File: src/rtl/noc_input_vc_requester_if.sv
`default_nettype none
// +------------------------------------------------------------------------+
// | Module      : noc_input_vc_requester_if                                |
// | Description : Bundle between the VC buffers of one router input port,  |
// |               the per-VC requester and the port/VC allocators.         |
// |               Layout of the 2-D fields is [port][vc].                  |
// | Revision    : 1.0  initial release                                     |
// +------------------------------------------------------------------------+
interface noc_input_vc_requester_if #(
   parameter int CHANNELS = 2,
   parameter int PORTS    = 5
);
   logic [CHANNELS-1:0]                vc_valid;
   logic [CHANNELS-1:0]                vc_head;
   logic [CHANNELS-1:0]                vc_tail;
   logic [CHANNELS-1:0][2:0]           vc_dest;
   logic [CHANNELS-1:0]                vc_pop;
   logic [PORTS-1:0][CHANNELS-1:0]     start_of_packet;
   logic [PORTS-1:0][CHANNELS-1:0]     request;
   logic [PORTS-1:0][CHANNELS-1:0]     grant;
   logic [PORTS-1:0][CHANNELS-1:0]     free;
   logic [PORTS-1:0][CHANNELS-1:0]     end_of_packet;
   logic [CHANNELS-1:0]                err_o;

   // Requester side: consumes buffer status and grants, drives requests.
   modport master (
      input  vc_valid, vc_head, vc_tail, vc_dest, grant,
      output vc_pop, start_of_packet, request, free, end_of_packet, err_o
   );

   // Environment side: buffers and allocators.
   modport slave (
      output vc_valid, vc_head, vc_tail, vc_dest, grant,
      input  vc_pop, start_of_packet, request, free, end_of_packet, err_o
   );
endinterface
`default_nettype wire

File: src/rtl/noc_input_vc_requester.sv
`default_nettype none
// +------------------------------------------------------------------------+
// | Module      : noc_input_vc_requester                                   |
// | Description : Per-VC packet requester for one router input port.      |
// |               Each VC runs an IDLE/HEAD/BODY FSM that latches the      |
// |               routed output port, raises port/VC requests and pops     |
// |               flits on grant. Malformed traffic sets a sticky error.   |
// |               Optional macro NOC_REQ_STALL_CNT_EN adds per-VC           |
// |               saturating stall counters (stall_cnt output).            |
// | Revision    : 1.0  initial release                                     |
// +------------------------------------------------------------------------+
module noc_input_vc_requester #(
   parameter int CHANNELS = 2,
   parameter int PORTS    = 5
) (
   input  wire logic                   noc_clk,
   input  wire logic                   noc_rst_n,
`ifdef NOC_REQ_STALL_CNT_EN
   output logic [CHANNELS-1:0][15:0]   stall_cnt,
`endif
   noc_input_vc_requester_if.master    bus
);

   typedef enum logic [1:0] {
      IDLE = 2'd0,
      HEAD = 2'd1,
      BODY = 2'd2
   } state_t;

   // Blocks head acceptance for the first cycle after reset release so the
   // earliest start_of_packet follows the second rising edge.
   logic                armed;
   logic [CHANNELS-1:0] req_v;
   logic [CHANNELS-1:0] sop_v;
   logic [CHANNELS-1:0] pop_v;
   logic [CHANNELS-1:0] tail_v;
   logic [CHANNELS-1:0] err_v;
   logic [2:0]          port_v [CHANNELS];

   // Arm the head-acceptance path one cycle after reset release.
   always_ff @(posedge noc_clk or negedge noc_rst_n) begin
      if (!noc_rst_n) armed <= 1'b0;
      else            armed <= 1'b1;
   end

   for (genvar v = 0; v < CHANNELS; v++) begin : g_vc
      state_t     state, state_nxt;
      logic [2:0] port, port_nxt;
      logic       err, err_nxt;
      logic       gnt_sel;
      logic       req;
      logic       xfer;
      logic       discard;

      // Only a grant on the latched port counts; others are ignored.
      always_comb begin
         gnt_sel = 1'b0;
         for (int p = 0; p < PORTS; p++) begin
            if (int'(port) == p) gnt_sel = bus.grant[p][v];
         end
      end

      assign req  = (state != IDLE) && bus.vc_valid[v];
      assign xfer = req && gnt_sel;

      // Next-state, port latch and error detection.
      always_comb begin
         state_nxt = state;
         port_nxt  = port;
         err_nxt   = err;
         discard   = 1'b0;
         case (state)
            IDLE: begin
               if (armed && bus.vc_valid[v]) begin
                  if (bus.vc_head[v] && (int'(bus.vc_dest[v]) < PORTS)) begin
                     port_nxt  = bus.vc_dest[v];
                     state_nxt = HEAD;
                  end else begin
                     // Stray body flit or unroutable head: drop it.
                     discard = 1'b1;
                     err_nxt = 1'b1;
                  end
               end
            end
            HEAD: begin
               if (xfer) state_nxt = bus.vc_tail[v] ? IDLE : BODY;
            end
            BODY: begin
               if (xfer) begin
                  // A head inside a packet is forwarded as body but flagged.
                  if (bus.vc_head[v]) err_nxt = 1'b1;
                  if (bus.vc_tail[v]) state_nxt = IDLE;
               end
            end
            default: state_nxt = IDLE;
         endcase
      end

      // FSM state, latched port and sticky error registers.
      always_ff @(posedge noc_clk or negedge noc_rst_n) begin
         if (!noc_rst_n) begin
            state <= IDLE;
            port  <= 3'd0;
            err   <= 1'b0;
         end else begin
            state <= state_nxt;
            port  <= port_nxt;
            err   <= err_nxt;
         end
      end

      assign req_v[v]  = req;
      assign sop_v[v]  = (state == HEAD);
      assign pop_v[v]  = xfer || discard;
      assign tail_v[v] = xfer && bus.vc_tail[v];
      assign err_v[v]  = err;
      assign port_v[v] = port;

`ifdef NOC_REQ_STALL_CNT_EN
      logic [15:0] stall;

      // Saturating count of cycles spent requesting without a grant.
      always_ff @(posedge noc_clk or negedge noc_rst_n) begin
         if (!noc_rst_n) begin
            stall <= 16'd0;
         end else if (tail_v[v]) begin
            stall <= 16'd0;
         end else if (req && !gnt_sel && (stall != 16'hFFFF)) begin
            stall <= stall + 16'd1;
         end
      end

      assign stall_cnt[v] = stall;
`endif
   end

   // Steer each VC's request/release bits onto its latched port only.
   always_comb begin
      bus.start_of_packet = '0;
      bus.request         = '0;
      bus.free            = '0;
      bus.end_of_packet   = '0;
      for (int p = 0; p < PORTS; p++) begin
         for (int v = 0; v < CHANNELS; v++) begin
            if (int'(port_v[v]) == p) begin
               bus.start_of_packet[p][v] = sop_v[v];
               bus.request[p][v]         = req_v[v];
               bus.free[p][v]            = tail_v[v];
               bus.end_of_packet[p][v]   = tail_v[v];
            end
         end
      end
   end

   assign bus.vc_pop = pop_v;
   assign bus.err_o  = err_v;

endmodule
`default_nettype wire
File: src/flat_wrapper.sv
// flat-port wrapper written by rule: the top's interface ports become plain ports
module noc_input_vc_requester_flat 
#(
   parameter int CHANNELS = 2,
   parameter int PORTS    = 5
)
  (noc_clk, noc_rst_n, bus_vc_valid, bus_vc_head, bus_vc_tail, bus_vc_dest, bus_grant, bus_vc_pop, bus_start_of_packet, bus_request, bus_free, bus_end_of_packet, bus_err_o);
  noc_input_vc_requester_if #(.CHANNELS(CHANNELS), .PORTS(PORTS)) bus_i ();
  input  wire logic noc_clk;
  input  wire logic noc_rst_n;
  input wire logic [$bits(bus_i.vc_valid)-1:0] bus_vc_valid;
  input wire logic [$bits(bus_i.vc_head)-1:0] bus_vc_head;
  input wire logic [$bits(bus_i.vc_tail)-1:0] bus_vc_tail;
  input wire logic [$bits(bus_i.vc_dest)-1:0] bus_vc_dest;
  input wire logic [$bits(bus_i.grant)-1:0] bus_grant;
  output wire logic [$bits(bus_i.vc_pop)-1:0] bus_vc_pop;
  output wire logic [$bits(bus_i.start_of_packet)-1:0] bus_start_of_packet;
  output wire logic [$bits(bus_i.request)-1:0] bus_request;
  output wire logic [$bits(bus_i.free)-1:0] bus_free;
  output wire logic [$bits(bus_i.end_of_packet)-1:0] bus_end_of_packet;
  output wire logic [$bits(bus_i.err_o)-1:0] bus_err_o;
  assign bus_i.vc_valid = bus_vc_valid;
  assign bus_i.vc_head = bus_vc_head;
  assign bus_i.vc_tail = bus_vc_tail;
  assign bus_i.vc_dest = bus_vc_dest;
  assign bus_i.grant = bus_grant;
  assign bus_vc_pop = bus_i.vc_pop;
  assign bus_start_of_packet = bus_i.start_of_packet;
  assign bus_request = bus_i.request;
  assign bus_free = bus_i.free;
  assign bus_end_of_packet = bus_i.end_of_packet;
  assign bus_err_o = bus_i.err_o;
  noc_input_vc_requester #(.CHANNELS(CHANNELS), .PORTS(PORTS)) u_core (.noc_clk(noc_clk), .noc_rst_n(noc_rst_n), .bus(bus_i));
endmodule
File: config.mk
export PLATFORM = sky130hd
export DESIGN_NAME = noc_input_vc_requester_flat
export DESIGN_NICKNAME = d
export VERILOG_FILES = /design/src/rtl/noc_input_vc_requester_if.sv /design/src/rtl/noc_input_vc_requester.sv /design/src/flat_wrapper.sv
export SDC_FILE = /design/constraint.sdc
export NUM_CORES = 1
export LEC_CHECK = 0
export BUFFER_PORTS_ARGS = -buffer_cell sky130_fd_sc_hd__buf_2
export CELL_PAD_IN_SITES_DETAIL_PLACEMENT = 1
export CELL_PAD_IN_SITES_GLOBAL_PLACEMENT = 1
export CORE_MARGIN = 3
export CORE_UTILIZATION = 30
export DETAILED_ROUTE_END_ITERATION = 8
export PLACE_DENSITY_LB_ADDON = 0.1
export RECOVER_POWER = 100
export SLEW_MARGIN = 25
export SYNTH_ARGS = -nofsm -noshare
export SYNTH_HDL_FRONTEND = slang
export SYNTH_SLANG_ARGS = --single-unit
File: constraint.sdc
create_clock -name noc_clk -period 2.3 [get_ports noc_clk]
set_input_delay 0.46 -clock noc_clk [delete_from_list [all_inputs] [get_ports noc_clk]]
set_output_delay 0.46 -clock noc_clk [all_outputs]
set_load 0.005 [all_outputs]
* Yosys cells after proc, flatten, opt, wreduce, memory -nomap -nowiden
Index checks and enable logic that the tools add are counted.
Operators by class: order comparisons 2, equality and inequality tests 26, muxes and demuxes 70, reductions and logical operators 26
Operators by type and width (count):
- $mux 1 | 54
- $mux 2 | 12
- $reduce_and 5->1 | 4
- $eq 3x3->1 const B | 6
- $ne 2x2->1 const B | 8
- $ne 2x1->1 const B | 6
- $pmux 2 s3 | 2
- $logic_and 1x1->1 | 10
- $reduce_bool 2->1 | 4
- $eq 3x2->1 const B | 2
- $logic_not 3->1 | 2
- $lt 3x3->1 const B | 2
- $reduce_and 3->1 | 2
- $eq 2x1->1 const B | 2
- $eq 2x2->1 const B | 2
- $logic_not 2->1 | 2
- $pmux 1 s2 | 2
- $logic_or 1x1->1 | 2
Storage, ports and cells: flip-flop bits (word level) 13, input port bits 24, output and inout bits 44, word-level logic and storage cells 131

* Longest topological paths before layout
Gate-level depths: netlist of run 1.
word-level depth 9, mapped depth 6, gate-level depth less buffers 4

* Worst setup path after synthesis of run 1
OpenSTA, ideal clock, no wires.
path kind reg-to-output, start register u_core.g_vc[0].port[1], end output port bus_free[0], arrival time 1.493 ns, setup slack 0.347 ns, cell stages (with the launch flop) 6, buffers on the path 2, cells stage by stage dfrtp_1 buf_2 o32ai_2 o2111ai_2 nor3_1 buf_4
Between the ends: longest elaborated chain between the ends 9, elaborated cells on any way between the ends 13, those cells by class 4 x eq/ne; 6 x mux; 3 x reduce/logical
Ends and longest elaborated chain:
- start: declaration | line noc_input_vc_requester.sv:48 | logic [2:0] port, port_nxt;
- start signal: assignment | line noc_input_vc_requester.sv:107 | port <= port_nxt;
- $logic_not 3->1 | line noc_input_vc_requester.sv:59, noc_input_vc_requester.sv:145
- $mux 1 (5 in a row) | line noc_input_vc_requester.sv:59 | if (int'(port) == p) gnt_sel = bus.grant[p][v];
- $logic_and 1x1->1 | line noc_input_vc_requester.sv:64 | assign xfer = req && gnt_sel;
- $logic_and 1x1->1 | line noc_input_vc_requester.sv:115 | assign tail_v[v] = xfer && bus.vc_tail[v];
- $mux 1 *
- end: declaration | line flat_wrapper.sv:19 | output wire logic [$bits(bus_i.free)-1:0] bus_free;
Every way passes the cells marked *; elsewhere a longest branch is shown, timed or not.

* Worst setup path after layout of run 1
start register u_core.g_vc[0].port[1], end output port bus_free[4]
Between the ends: longest elaborated chain between the ends 9, elaborated cells on any way between the ends 13, those cells by class 4 x eq/ne; 6 x mux; 3 x reduce/logical
Ends and longest elaborated chain:
- $logic_not 3->1 | line noc_input_vc_requester.sv:59
- $mux 1 (5 in a row) | line noc_input_vc_requester.sv:59
- $logic_and 1x1->1 | line noc_input_vc_requester.sv:64
- $logic_and 1x1->1 | line noc_input_vc_requester.sv:115
- $mux 1 * | line noc_input_vc_requester.sv:145 | if (int'(port_v[v]) == p) begin
Marked as above.

==> results.toml, run 1 <==
[synth]
yosysWarnings = 0
synth_seq_cells = 13
syn_area_um2 = 1140
synth_edf_count = 0
syn_inst = 134
syn_nets = 158
yosysSeqAreaShare = 0.285
synthArstFlopShare = 1.00
ys_types = 40
avgSynthCellArea_um2 = 8.52
ys.flop_type = "dfrtp_1"

[critical_path]
critPathArrivalTime_ns = 1.79
worstRegToRegCells = 5
endpoint = "bus_free[4]"
critPathLaunch = "u_core.g_vc[0].port[1]"
startpoint_type = "flop"
reg2reg_slack_ns = 0.73
end_kind = "primary output"
path_class = "reg -> out"
cp_slowest_cell = "dfrtp_2"
critPathMaxFanout = 11
worstReg2RegEnd = "u_core.g_vc[0].state[1]"
r2r_start = "u_core.g_vc[0].port[1]"
critical_path_required_ns = 1.84
critical_path.cell_chain = "or3b_4 -> o21ba_4 -> o2111ai_4 -> nor2_1 -> buf_2"
cpPeakStageDelay_ns = 0.50

[drt]
route.vias.total = 1208
antenna_left = 0
totalWireLength_um = 3390
wl_per_cell_um = 13.8
firstDrtPassIters = 4
initialDrtViolationCount = 42
drcViolationCount = 0
via_per_inst = 4.93

[min_path]
min_path_type = "in -> async"

[power]
power.internal_uw = 847
p_sw_uw = 694
p_per_area_nw_per_um2 = 982
p_clk_frac = 0.133
pwr-share-comb = 0.546
swShare = 0.450
peakVddDrop_v = 0.000451
leakagePower_uw = 0.000804
p_seq_frac = 0.320
finalPower_uw = 1540

[global_routing]
antenna_found_initial = 0
gr-usage-all-layers = 0.156
grt_max_degree = 14
grt_pass1_wl_um = 5420
overflow = 0
grt_pass1_vias = 1149

[sta]
setup_violations = 0
maxSlewHeadroom = 0.525
period_minus_slack_ns = 2.25
worst_pin_slew_ns = 0.712
rsz0062_at_grt = "yes"
setup_ws_ns = 0.0484
fmaxAchievable_ghz = 0.444
drv_slew = 0
finClkSkew_ns = 0.00462
hold_viol_final = 0
post-route-period-util = 0.979
setup_tns_ns = 0

[cells_and_area]
areaGrowthSynthToFinish_pct = 37.5
fin_nets = 224
stdcell_area_um2 = 1570
multi_input_area_um2 = 717
fin_util = 0.449
nFillCells = 453
diodes = 0
seqCellArea_um2 = 332
drive_gt1_frac = 0.533

[clocking]
h-tree-depth = 1
cts_hold_buf = 0
cts_tree = "done"
numCtsBuffers = 3
clkLatencyLatePin_ns = 0.25
cts_sinks = 13
clk_pin_slew_ns = 0.06
root_buffer = "clkbuf_8"
cts_buffer_depth = 2

[placement]
pre_cts_slack_ns = 0.114
place_congestion = 0.790
dp_hpwl_um = 2810
portBuffers = 67
dpl_cell_area_um2 = 1420

[die]
dieArea_um2 = 4580
dieWidth_um = 67.7
core.rowCount = 21
die_height_um = 67.7
io_pins = 68
core_area_um2 = 3490
start_util = 0.327

[status]
outcome = "finished, final reports clean"

[job]
max-cap-violations = 0
[power groups by stage]
| stage | Sequential (µW) | Combinational (µW) | Clock [µW] |
|---|---|---|---|
| floorplan | 393 | 605 | 0 |
| global placement | 476 | 675 | 0 |
| detailed placement | 489 | 697 | 0 |
| CTS | 496 | 715 | 214 |
| global route | 520 | 942 | 231 |
| finish | 493 | 842 | 205 |
[final cells by class]
| type | count | share of cell area |
|---|---|---|
| flip-flops and latches | 13 | 0.211 |
| well taps | 46 | 0.0367 |
| clock buffers | 3 | 0.0263 |
| repair buffers | 76 | 0.256 |
| inverters | 4 | 0.00957 |
| clock inverters | 1 | 0.00319 |
| multi-input cells | 102 | 0.457 |
[logic make-up after synthesis]
logic type / count (synthesis) / share of synthesized area
buf+inv: 19 / 0.116
other cells: 1 / 0.00329
simple gates: 72 / 0.323
mux: 8 / 0.0768
compound gates: 21 / 0.195
flops: 13 / 0.285
[metal layers]
metal	up-vias	GRT usage	wire (µm)	share of wire
met5	-	0	0	0
met4	0	0.0304	13	0.0038
met3	2	0.0383	295	0.087
met2	50	0.253	1560	0.46
met1	569	0.208	1520	0.45
li1	587	-	-	-
[placed cells by master (no fill, tap or decap), types with 2 or more instances in the layout]
cell / instances
clkbuf_8: 3
nand2b_1: 5
mux2i_1: 2
o21ai_1: 2
buf_2: 66
dfrtp_2: 5
o21ai_0: 5
buf_4: 9
nor3_1: 5
nor2b_1: 4
nor3_2: 2
mux2_2: 5
inv_1: 3
o211a_1: 2
dfrtp_1: 8
nand3_1: 2
nor2_1: 30
o2111ai_4: 2
a32oi_1: 2
o32ai_4: 2
nor4_1: 2
nand2_1: 12
[repair_timing]
| item | CTS | global route |
|---|---|---|
| buffers inserted | 0 | 8 |
| resized for setup | 6 | 6 |
| endpoints found under the setup margin | 8 | 19 |
| cloned | 0 | 0 |
| pin swaps | 1 | 3 |
[state kept, by name (all words and copies together), names as in the netlist]
name and count:
u_core.g_vc.err 2, u_core.g_vc.port 6, u_core.armed 1, u_core.g_vc.state 4
[synthesized netlist by cell type, types with 3 or more instances]
cell / count / area, µm²
nor3_1: 6 / 30.0
nand2_1: 12 / 45.0
nand2b_1: 7 / 43.8
o21ai_0: 6 / 30.0
nor2_1: 30 / 113
dfrtp_1: 13 / 325
nor2b_1: 4 / 25.0
inv_1: 3 / 11.3
mux2_2: 5 / 56.3
buf_4: 12 / 90.1
[stage by stage]
step / std cells / hold slack, ns
floorplan: 134 / 0.164
global placement: 233 / 0.363
detailed placement: 233 / 0.369
CTS: 237 / 0.100
global route: 245 / 0.304
finish: 245 / 0.239
[critical path: cells and delay by family, from the launching register on]
kind / cells / cell delay, ns
AOI/OAI and AO/OA: 2 / 0.36
buffers and inverters: 1 / 0.15
DFF: 1 / 0.50
and+or+nand+nor: 2 / 0.53
[worst min-delay path by stage]
stage	endpoint	depth (start not counted)
2_1_floorplan	u_core.armed	0
3_3_place_gp	u_core.g_vc[0].err	1
3_5_place_dp	u_core.g_vc[0].err	1
4_1_cts	u_core.armed	1
5_1_grt	u_core.armed	1
6_report	u_core.armed	1
(Power assumes the default switching activity.)
==> inputs of run 2 (changes only) <==
CORE_UTILIZATION = 31   (was 30)
CTS_BUF_LIST = sky130_fd_sc_hd__clkbuf_4   (was default)
==> run 2 against run 1 <==
  * Highest routed layer unchanged
  * Via count up 0.91%
  * Cell count grew 0.82%
  * Count of clock-buffer cells in the layout is 1 higher
  * Clock skew shrank 0.0024 ns
  * Fmax grew 2.1%
  * Cell area up 1.0%
  * Register-to-register slack improved by 0.06 ns
  * Clock power shrank 27%
  * Largest cell class unchanged
  * Critical path depth unchanged
  * Die area is 2.9% lower
  * Core utilization is 1.2 points higher
==> results.toml, run 2 (synthesis results as in run 1) <==
[drt]
firstDrtPassIters = 4
via_per_inst = 4.94
drcViolationCount = 0
route.vias.total = 1219
wl_per_cell_um = 14.1
antenna_left = 0
totalWireLength_um = 3490
initialDrtViolationCount = 32

[cells_and_area]
layout_common_cells = "buf_2 (65), nor2_1 (30), nand2_1 (12)"
multi_input_area_um2 = 729
fin_cells = 247
areaGrowthSynthToFinish_pct = 38.9
seqCellArea_um2 = 333
largest_register_ffs = 6
reg_top3 = "u_core.g_vc.port x6, u_core.g_vc.state x4, u_core.g_vc.err x2"
regMostFlops = "u_core.g_vc.port"
final_common_cell = "buf_2"
diodes = 0
fin_util = 0.461
nFillCells = 446
fin_nets = 226
drive_gt1_frac = 0.542
stdcell_area_um2 = 1590

[clocking]
cts_sinks = 13
cts_tree = "done"
clkLatencyLatePin_ns = 0.27
cts_buffer_depth = 2
clk_pin_slew_ns = 0.08
root_buffer = "clkbuf_4"
numCtsBuffers = 3
h-tree-depth = 1

[global_routing]
gr-usage-all-layers = 0.151
grt_max_degree = 14
grt_pass1_wl_um = 5290
antenna_found_initial = 0
overflow = 0
grt_pass1_vias = 1152

[placement]
pre_cts_slack_ns = 0.173
dpl_cell_area_um2 = 1430
dp_hpwl_um = 2770
portBuffers = 67
place_congestion = 0.791
dp.cells = 234

[critical_path]
end_kind = "primary output"
path_class = "reg -> out"
critical_path.cell_chain = "or3b_4 -> o21ba_4 -> o2111ai_4 -> nor2_1 -> buf_2"
critPathBufInv = 1
cp_slowest_cell = "dfrtp_2"
path_delay_family = "simple AND/OR/NAND/NOR gates"
startpoint_type = "flop"
critPathMaxFanout = 6
critPathArrivalTime_ns = 1.74
critical_path_required_ns = 1.84
cpPeakStageDelay_ns = 0.45

[die]
io_pins = 68
die_height_um = 66.7
core_area_um2 = 3440
dieArea_um2 = 4440
start_util = 0.332
core.rowCount = 21
dieWidth_um = 66.7

[power]
peakVddDrop_v = 0.000391
swShare = 0.454
p_clk_frac = 0.096
p_per_area_nw_per_um2 = 990
power.internal_uw = 857
pwr-share-comb = 0.611
p_seq_frac = 0.293
leakagePower_uw = 0.000807
p_sw_uw = 713

[sta]
setup_tns_ns = 0
period_minus_slack_ns = 2.20
worst_pin_slew_ns = 0.687
drv_slew = 0
setup_ws_ns = 0.0953
hold_viol_final = 0
maxSlewHeadroom = 0.542
setup_violations = 0
post-route-period-util = 0.959
finClkSkew_ns = 0.00218
fmaxAchievable_ghz = 0.454

[min_path]
min_path_type = "in -> async"

[job]
max-cap-violations = 0

[status]
outcome = "finished, final reports clean"
run 2: power groups by stage:
stage	registers, µW	clock network [µW]	logic [µW]
6_report	461	150	959
5_1_grt	480	171	1050
4_1_cts	474	157	830
3_5_place_dp	482	0	727
3_3_place_gp	468	0	697
2_1_floorplan	393	0	605
run 2: worst paths after layout:
| kind | startpoint | endpoint | slack, ns | cells past startpoint |
|---|---|---|---|---|
| max in group asynchronous | noc_rst_n | u_core.g_vc[0].port[1] | 1.62 | 1 |
| setup reg to reg | u_core.g_vc[1].state[0] | u_core.g_vc[1].port[2] | 0.79 | 2 |
| setup / recovery | u_core.g_vc[0].port[0] | bus_end_of_packet[6] | 0.1 | 5 |
| min in group noc_clk | bus_vc_dest[5] | u_core.g_vc[1].port[2] | 0.42 | 2 |
| hold / removal | noc_rst_n | u_core.armed | 0.20 | 1 |
| hold reg to reg | u_core.g_vc[1].err | u_core.g_vc[1].err | 0.57 | 2 |
run 2: through the flow:
step	total power, µW	hold WS, ns
global route	1700	0.238
global placement	1170	0.360
detailed placement	1210	0.366
CTS	1460	0.0608
floorplan	998	0.164
finish	1570	0.196
run 2: metal layers:
layer | routed length [µm] | global-route usage | up-vias
met5 | 0 | 0 | -
met4 | 23 | 0.0457 | 0
met3 | 239 | 0.0135 | 4
met2 | 1660 | 0.254 | 46
met1 | 1560 | 0.202 | 577
li1 | - | - | 592
run 2: final cells by class:
type                            count  area share
Multi-Input combinational cell    102       0.460
Timing Repair Buffer               78       0.265
Sequential cell                    13       0.210
Clock buffer                        4      0.0189
Tap cell                           46      0.0363
Inverter                            4     0.00947
run 2: timing repair:
action	CTS	global route
resized for setup	8	9
endpoints found under the setup margin	9	19
hold buffers	0	0
buffers inserted	4	5
pin swaps	1	1
==> inputs of run 3 (changes only) <==
BUFFER_PORTS_ARGS = default   (was -buffer_cell sky130_fd_sc_hd__buf_2)
CORE_UTILIZATION = 45   (was 31)
DONT_BUFFER_PORTS = 1   (was default)
==> run 3 against run 2 <==
  * Hold slack better by 0.11 ns
  * Critical path depth stayed put
  * Fmax is 2.1% lower
  * First-iteration DRC count is 69% lower
  * Flip-flop and latch count stayed put
  * Register-to-register slack worse by 0.08 ns
  * Sequential share of layout area is 7.5 points higher
  * Via count is 23% lower
  * Combinational power is 26% lower
==> results.toml, run 3 (synthesis results as in run 1) <==
[status]
outcome = "finished, final reports clean"

[min_path]
min_path_cells = 1
hp-start = "bus_vc_dest[5]"
min_path_type = "in -> reg"
hold_end = "u_core.g_vc[1].port[2]"

[drt]
antenna_left = 0
route.vias.total = 938
firstDrtPassIters = 4
via_per_inst = 5.90
wl_per_cell_um = 17.1
initialDrtViolationCount = 10
drcViolationCount = 0
totalWireLength_um = 2720

[critical_path]
cpPeakStageDelay_ns = 0.41
path_delay_family = "simple AND/OR/NAND/NOR gates"
r2r_start = "u_core.g_vc[0].port[0]"
path_class = "reg -> out"
critPathBufInv = 1
worstRegToRegCells = 5
worstReg2RegEnd = "u_core.g_vc[0].err"
end_kind = "primary output"
cp_slowest_cell = "dfrtp_1"
critPathMaxFanout = 9
cp.depth = 5
critical_path_required_ns = 1.84
critical_path.cell_chain = "buf_4 -> or3b_4 -> o21ba_4 -> o2111ai_2 -> nor2_1"
critPathArrivalTime_ns = 1.79
startpoint_type = "flop"
reg2reg_slack_ns = 0.71

[placement]
pre_cts_slack_ns = 0.244
dp.cells = 150
dp_hpwl_um = 2200
place_congestion = 0.765
dpl_cell_area_um2 = 1080
portBuffers = 0

[cells_and_area]
areaGrowthSynthToFinish_pct = 1.32
regMostFlops = "u_core.g_vc.port"
drive_gt1_frac = 0.260
final_common_cell = "nor2_1"
fin_nets = 156
layout_common_cells = "nor2_1 (30), nand2_1 (12), dfrtp_1 (10)"
fin_cells = 159
largest_register_ffs = 6
reg_top3 = "u_core.g_vc.port x6, u_core.g_vc.state x4, u_core.g_vc.err x2"
stdcell_area_um2 = 1160
nFillCells = 283
diodes = 0

[sta]
setup_violations = 0
hold_viol_final = 0
fmaxAchievable_ghz = 0.444
setup_ws_ns = 0.0490
finClkSkew_ns = 0.000629
period_minus_slack_ns = 2.25
whs_ns = 0.308
maxSlewHeadroom = 0.604
post-route-period-util = 0.979
worst_pin_slew_ns = 0.592
rsz0062_at_grt = "yes"
drv_slew = 0

[die]
die_height_um = 56.4
start_util = 0.497
dieArea_um2 = 3180
core.rowCount = 17
dieWidth_um = 56.4
io_pins = 68
core_area_um2 = 2300

[clocking]
h-tree-depth = 1
clkLatencyLatePin_ns = 0.28
cts_tree = "done"
root_buffer = "clkbuf_4"
cts_buffer_depth = 2
clk_pin_slew_ns = 0.08
numCtsBuffers = 3
cts_sinks = 13

[power]
p_per_area_nw_per_um2 = 1150
finalPower_uw = 1320
peakVddDrop_v = 0.000744
leakagePower_uw = 0.000463

[global_routing]
grt_max_degree = 14
grt_pass1_wl_um = 4510
antenna_found_initial = 0
overflow = 0
gr-usage-all-layers = 0.180
grt_pass1_vias = 947

[job]
max-cap-violations = 0
## run 3: changes by cell type in the layout (fill, tap and decap cells not counted), moves of 2 or more
cell	delta
clkbuf_1	-2
nand2b_1	+2
buf_6	-2
buf_2	-65
dfrtp_2	-3
dfrtp_1	+3
## run 3: report_power, final
part | internal (µW) | switching [µW] | total [µW]
clock network | 79.2 | 79.1 | 158
registers | 311 | 150 | 461
logic | 318 | 388 | 706
## run 3: stage by stage
| step | util | setup TNS (ns) |
|---|---|---|
| finish | 0.503 | 0 |
| global route | 0.503 | -0.261 |
| CTS | 0.491 | 0 |
| detailed placement | 0.471 | 0 |
| global placement | 0.471 | 0 |
| floorplan | - | 0 |
## run 3: what timing repair did
item / in CTS / in global routing
endpoints found under the hold margin: 13 / 0
hold buffers: 1 / 0
buffers inserted: 0 / 4
setup endpoints to repair: 4 / 13
cloned: 0 / 0
gates resized for setup: 2 / 3
## run 3: worst max path at each step
stage,start,end,slack (ns)
CTS,u_core.g_vc[0].port[0],bus_end_of_packet[4],0.05
finish,u_core.g_vc[0].port[0],bus_end_of_packet[4],0.05
detailed placement,u_core.g_vc[0].port[1],bus_free[0],0.24
global route,u_core.g_vc[0].port[0],bus_vc_pop[0],-0.04
global placement,u_core.g_vc[0].port[1],bus_free[0],0.32
floorplan,u_core.g_vc[0].port[1],bus_free[0],0.35
## run 3: per-layer routing
metal	global-route usage	routed length, µm	vias up
met5	0	0	-
met1	0.243	1270	437
met2	0.267	1150	47
met3	0.0414	249	4
met4	0.0915	50	0
li1	-	-	450
## run 3: final cells by class
type                    instances  area, µm²  area share
inverters                       4       15.0      0.0130
multi-input cells             102        684       0.592
flip-flops and latches         13        329       0.285
repair buffers                  8       62.6      0.0541
clock buffers                   4       30.0      0.0260
well taps                      28       35.0      0.0303
